**config.mk**
```make
export PLATFORM = sky130hd
export DESIGN_NAME = spi_peripheral
export DESIGN_NICKNAME = d
export VERILOG_FILES = /design/src/rtl/spi_peripheral_pkg.sv /design/src/rtl/spi_peripheral_sync.sv /design/src/rtl/spi_peripheral.sv
export SDC_FILE = /design/constraint.sdc
export NUM_CORES = 1
export LEC_CHECK = 0
export CAP_MARGIN = 5
export CORE_MARGIN = 2
export CORE_UTILIZATION = 48
export CTS_CLUSTER_SIZE = 16
export DETAILED_ROUTE_END_ITERATION = 8
export PLACE_DENSITY_LB_ADDON = 0.25
export SYNTH_ARGS = -nofsm -noshare
export SYNTH_HDL_FRONTEND = slang
export SYNTH_SLANG_ARGS = --single-unit
```
**constraint.sdc**
```tcl
create_clock -name clk -period 2.2 [get_ports clk]
set_input_delay 0.44 -clock clk [delete_from_list [all_inputs] [get_ports clk]]
set_output_delay 0.44 -clock clk [all_outputs]
set_load 0.02 [all_outputs]
```
**src/rtl/spi_peripheral_pkg.sv**
```systemverilog
`timescale 1ns/1ps
`default_nettype none
// ============================================================================
// Module   : spi_peripheral_pkg
// Purpose  : Shared FSM state type, register map and frame constants.
// Revision : 1.0 - initial release
// ============================================================================
package spi_peripheral_pkg;

    typedef enum logic [1:0] {
        ST_IDLE   = 2'd0,
        ST_SHIFT  = 2'd1,
        ST_COMMIT = 2'd2
    } state_t;

    localparam int ADDR_EN_OUT_LO = 'h00;
    localparam int ADDR_EN_OUT_HI = 'h01;
    localparam int ADDR_EN_PWM_LO = 'h02;
    localparam int ADDR_EN_PWM_HI = 'h03;
    localparam int ADDR_PWM_DUTY  = 'h04;

    localparam int FRAME_BITS = 16;

    // One past a full frame, so over-length frames stay distinguishable.
    localparam logic [4:0] CNT_SAT = 5'd17;

endpackage : spi_peripheral_pkg
`default_nettype wire

```
**src/rtl/spi_peripheral_sync.sv**
```systemverilog
`timescale 1ns/1ps
`default_nettype none
// ============================================================================
// Module   : sync_edge_detect
// Purpose  : Multi-flop synchronizer with one extra stage for rise/fall detect.
// Revision : 1.0 - initial release
// ============================================================================
module sync_edge_detect #(
    parameter int STAGES = 2
) (
    input  logic clk,
    input  logic rst,
    input  logic d,
    output logic level,
    output logic rise,
    output logic fall
);

    logic [STAGES-1:0] sync_q;
    logic [STAGES-1:0] sync_d;
    logic              prev_q;
    logic              prev_d;

    always_comb begin
        sync_d = {sync_q[STAGES-2:0], d};
        prev_d = sync_q[STAGES-1];
    end

    always_ff @(posedge clk or posedge rst) begin
        if (rst) begin
            sync_q <= '0;
            prev_q <= 1'b0;
        end else begin
            sync_q <= sync_d;
            prev_q <= prev_d;
        end
    end

    assign level = sync_q[STAGES-1];
    assign rise  = sync_q[STAGES-1] & ~prev_q;
    assign fall  = ~sync_q[STAGES-1] & prev_q;

endmodule : sync_edge_detect
`default_nettype wire

```
**src/rtl/spi_peripheral.sv**
```systemverilog
`timescale 1ns/1ps
`default_nettype none
// ============================================================================
// Module   : spi_peripheral
// Purpose  : SPI mode-0 write-only register slave, 16-bit frames, clk domain.
// Revision : 1.0 - initial release
// ============================================================================
module spi_peripheral
    import spi_peripheral_pkg::*;
#(
    parameter int SYNC_STAGES = 2,
    parameter int NUM_REGS    = 5
) (
    input  logic       clk,
    input  logic       rst,
    input  logic       sclk,
    input  logic       copi,
    input  logic       ncs,
    output logic [7:0] en_reg_out_7_0,
    output logic [7:0] en_reg_out_15_8,
    output logic [7:0] en_reg_pwm_7_0,
    output logic [7:0] en_reg_pwm_15_8,
    output logic [7:0] pwm_duty_cycle
);

    // Storage always covers the five mapped outputs even if NUM_REGS is smaller.
    localparam int REG_SLOTS = (NUM_REGS > 5) ? NUM_REGS : 5;

    logic sclk_lvl, sclk_rise, sclk_fall;
    logic copi_lvl, copi_rise, copi_fall;
    logic ncs_lvl,  ncs_rise,  ncs_fall;

    sync_edge_detect #(.STAGES(SYNC_STAGES)) u_sync_sclk (
        .clk(clk), .rst(rst), .d(sclk),
        .level(sclk_lvl), .rise(sclk_rise), .fall(sclk_fall)
    );

    sync_edge_detect #(.STAGES(SYNC_STAGES)) u_sync_copi (
        .clk(clk), .rst(rst), .d(copi),
        .level(copi_lvl), .rise(copi_rise), .fall(copi_fall)
    );

    sync_edge_detect #(.STAGES(SYNC_STAGES)) u_sync_ncs (
        .clk(clk), .rst(rst), .d(ncs),
        .level(ncs_lvl), .rise(ncs_rise), .fall(ncs_fall)
    );

    logic unused_edges;
    assign unused_edges = &{1'b0, sclk_lvl, sclk_fall, copi_rise, copi_fall, ncs_lvl};

    state_t          state_q, state_d;
    logic [15:0]     shift_q, shift_d;
    logic [4:0]      count_q, count_d;
    logic            pend_q,  pend_d;
    logic [7:0]      regs_q [REG_SLOTS];
    logic [7:0]      regs_d [REG_SLOTS];
    logic [6:0]      addr;
    logic            commit_ok;

    assign addr = shift_q[14:8];

    always_comb begin
        state_d = state_q;
        shift_d = shift_q;
        count_d = count_q;
        pend_d  = pend_q;
        for (int i = 0; i < REG_SLOTS; i++) begin
            regs_d[i] = regs_q[i];
        end
        commit_ok = (count_q == 5'(FRAME_BITS)) && shift_q[FRAME_BITS-1]
                    && (int'(addr) < NUM_REGS);

        case (state_q)
            ST_IDLE: begin
                if (ncs_fall || pend_q) begin
                    state_d = ST_SHIFT;
                    shift_d = '0;
                    count_d = '0;
                    pend_d  = 1'b0;
                end
            end
            ST_SHIFT: begin
                if (ncs_rise) begin
                    state_d = ST_COMMIT;
                end else if (sclk_rise) begin
                    shift_d = {shift_q[14:0], copi_lvl};
                    if (count_q != CNT_SAT) begin
                        count_d = count_q + 5'd1;
                    end
                end
            end
            ST_COMMIT: begin
                for (int i = 0; i < REG_SLOTS; i++) begin
                    if (commit_ok && (int'(addr) == i)) begin
                        regs_d[i] = shift_q[7:0];
                    end
                end
                // A new frame may start while committing; remember it for IDLE.
                if (ncs_fall) begin
                    pend_d = 1'b1;
                end
                state_d = ST_IDLE;
            end
            default: begin
                state_d = ST_IDLE;
            end
        endcase
    end

    always_ff @(posedge clk or posedge rst) begin
        if (rst) begin
            state_q <= ST_IDLE;
            shift_q <= '0;
            count_q <= '0;
            pend_q  <= 1'b0;
            for (int i = 0; i < REG_SLOTS; i++) begin
                regs_q[i] <= 8'h00;
            end
        end else begin
            state_q <= state_d;
            shift_q <= shift_d;
            count_q <= count_d;
            pend_q  <= pend_d;
            for (int i = 0; i < REG_SLOTS; i++) begin
                regs_q[i] <= regs_d[i];
            end
        end
    end

    assign en_reg_out_7_0  = regs_q[ADDR_EN_OUT_LO];
    assign en_reg_out_15_8 = regs_q[ADDR_EN_OUT_HI];
    assign en_reg_pwm_7_0  = regs_q[ADDR_EN_PWM_LO];
    assign en_reg_pwm_15_8 = regs_q[ADDR_EN_PWM_HI];
    assign pwm_duty_cycle  = regs_q[ADDR_PWM_DUTY];

endmodule : spi_peripheral
`default_nettype wire

```
==> results.yml <==
timing:
  finalHoldViolations: 0
  final-max-slew-violation-count: 0
  grt_setup_unrepaired: "no"
  layout_worst_path_cycle_share: 0.929
  slew-limit-headroom: 0.571
  worstMarginPinSlew_ps: 643
  finalSetupViolations: 0
  fin_setup_tns_ps: 0
  max_freq_mhz: 489
  skew_ps: 10.3
  whs_ps: 354
  min_period_ps: 2040
logic_synthesis:
  synth_enable_flop_cells: 0
  yosys_register_bits: 72
  synth_area_leader_cell: "dfrtp_1"
  synth_flop_cell: "dfrtp_1"
  ys_types: 28
  netlist_instances: 219
  synth_top_cells_by_count: "72 x dfrtp_1, 40 x mux2_4, 18 x inv_1, 18 x nand3_1, 15 x o31ai_1"
  synth_fp_nets: 227
  synth_area_leaders: "dfrtp_1 58%, mux2_4 19%, o31ai_1 3.6%, nand3_1 2.9%, inv_1 2.2%"
  synth.yosys.seq_area_share: 0.583
  synth.most_common_cell: "dfrtp_1"
  synth_top_area_share: 0.583
  avg_synthesized_cell_area_um2: 14.1
  yosysWarnings: 0
  area_of_the_mapped_netlist_um2: 3090
  async_flop_share: 1.00
route:
  top_layer_used: "met4"
  antenna_violating_nets_post_route: 0
  drt-wirelength-per-cell_um: 15.4
  dr.first_iter.drc_count: 111
  finalWirelength_um: 5490
  number_of_vias_per_cell_after_detailed_routing: 5.19
  met3RoutedLength_um: 260
  drc: 0
  route.layer.met1.wl_um: 2630
  routed-via-count: 1854
  met2_wirelength_um: 2540
  drt_pre_antenna_iters: 4
place:
  placed_cell_area_um2: 3680
  place.gp.congestion: 0.756
  dp.final_hpwl_um: 3790
  place.port_buffers: 44
die:
  floorplan.rows: 29
  floorplan.die_area_um2: 7090
  core_area_um2: 6280
  initial_standard_cell_utilization_of_the_core: 0.492
  die_w_um: 84.2
  die-height_um: 84.2
  ioPinCount: 45
run:
  maxCapViolations: 0
critical_path:
  path_class: "reg -> reg"
  cpLargestDelayFamily: "simple AND/OR/NAND/NOR gates"
  cpPeakStageDelay_ps: 430
  launching_element_type_of_the_critical_path: "flop"
  worst-endpoint-arrival_ps: 2270
  worstPathBufferInverterCount: 2
  endpoint_kind: "flop"
  critPathRequiredTime_ps: 2430
  cp_cell_sequence: "inv_1, ha_1, and2_1, nand4_4, or4_1, buf_4, mux2_4"
  worstPathMaxFanout: 8
  timing.critical_path.slowest_stage_cell: "or4_1"
final_layout:
  synthToLayoutAreaGrowth_pct: 25.8
  diodes: 0
  final_layout_size_suffix_gt1_frac: 0.261
  final_cell_area_um2: 3880
  fill_cells: 474
  final_net_count: 284
clock_tree:
  clockBufferDepth: 2
  tritoncts: "yes"
  clkLatencyLatePin_ps: 340
  hold_buffers: 0
  h_tree_depth: 3
  postCtsSetupRepairBufs: 0
  cts.repair.resized: 0
  clk_pin_slew_worst_paths_ps: 70
  library_cell_used_as_clock_root_buffer: "clkbuf_8"
  clock-sinks: 72
  cts-buffers-inserted: 9
global_routing:
  grt_start_max_net_pins: 39
  grt_antenna_before_repair: 0
  grt_pass1_wl_um: 9590
  grt.total_usage: 0.175
  gr-total-overflow: 0
  first_global_vias: 1898
power:
  powerDensity_nw_per_um2: 759
  vdd_ir_drop_max_mv: 0.442
  post-layout-total-power_mw: 2.95
  cellLeakagePower_nw: 1.77
status:
  run_status: "complete, no violations"
min_path:
  hold_class: "reg -> reg"
[cell families (layout without fill, tap and decap cells)]
family	after synthesis	count (layout)	synth area share
xor+xnor	1	1	0.00284
flops	72	72	0.583
simple gates	49	49	0.110
buf+inv	27	88	0.0377
mux	41	41	0.198
fa+ha+maj	3	3	0.0122
compound gates	26	26	0.0563
[sequential cells by signal (all words and copies together) (netlist names)]
register and flops:
en_reg_out_7_0 8, count_q 5, pwm_duty_cycle 8, en_reg_pwm_15_8 8, state_q 2, en_reg_pwm_7_0 8, shift_q 16, u_sync_sclk.sync_q 2
u_sync_ncs.prev_q 1, pend_q 1, u_sync_sclk.prev_q 1, u_sync_copi.sync_q 2, en_reg_out_15_8 8, u_sync_ncs.sync_q 2
[final timing paths]
check                                          start                    end  depth (start not counted)  slack (ps)
min in group asynchronous                        rst  u_sync_sclk.sync_q[0]                          3         580
worst max-delay path                      count_q[0]      pwm_duty_cycle[5]                          7         160
max in group asynchronous                        rst             state_q[1]                          3        1280
worst min register to register  u_sync_ncs.sync_q[0]   u_sync_ncs.sync_q[1]                          0         350
worst min-delay path            u_sync_ncs.sync_q[0]   u_sync_ncs.sync_q[1]                          0         350
worst max register to register            count_q[0]      pwm_duty_cycle[5]                          7         160
[cells in the final DEF (no fill, tap or decap), drive strengths merged]
cell | Yosys | routed
nor4 | 3 | 3
mux2 | 40 | 40
a21oi | 3 | 3
nor2 | 6 | 6
clkinvlp | 0 | 3
o21a | 1 | 1
o211ai | 1 | 1
nor4b | 1 | 1
dfrtp | 72 | 72
mux2i | 1 | 1
o22ai | 1 | 1
and3 | 3 | 3
nand4 | 3 | 3
nor3b | 1 | 1
bufinv | 0 | 2
nand2 | 6 | 6
buf | 2 | 11
inv | 18 | 17
and2 | 1 | 1
or4 | 2 | 2
o21ai | 5 | 5
nand3 | 18 | 18
o31ai | 15 | 15
xor2 | 1 | 1
nand2b | 2 | 2
ha | 3 | 3
clkinv | 0 | 2
clkdlybuf4s50 | 0 | 44
clkbuf | 7 | 9
nor2b | 3 | 3
[area by class of cell]
type                       count  area [um^2]  area share
sequential                    72         1800       0.464
clock buffer                   9          124      0.0319
tap                           77         96.3      0.0248
multi-input combinational    120         1170       0.301
timing repair buffer          55          536       0.138
clock inverter                 6         85.1      0.0219
inverter                      18         71.3      0.0184
[layer usage]
metal  track usage  vias to the layer above
met5             0                        -
met4        0.0880                        0
met3        0.0403                        5
met2         0.254                       51
met1         0.247                      914
li1              -                      884
[power breakdown]
part	internal [mW]	leakage (nW)	switching (mW)
clock network	0.627	0.101	0.467
registers	1.38	0.982	0.0802
logic	0.116	0.691	0.274
total	2.13	1.77	0.821
[metrics by stage]
stage	setup WS, ps	instances	utilization
2_1_floorplan	263	219	-
3_3_place_gp	168	342	0.586
3_5_place_dp	144	342	0.586
4_1_cts	137	357	0.619
5_1_grt	46.1	357	0.619
6_report	156	357	0.619
Note: power is estimated with default switching activity, not from simulation.
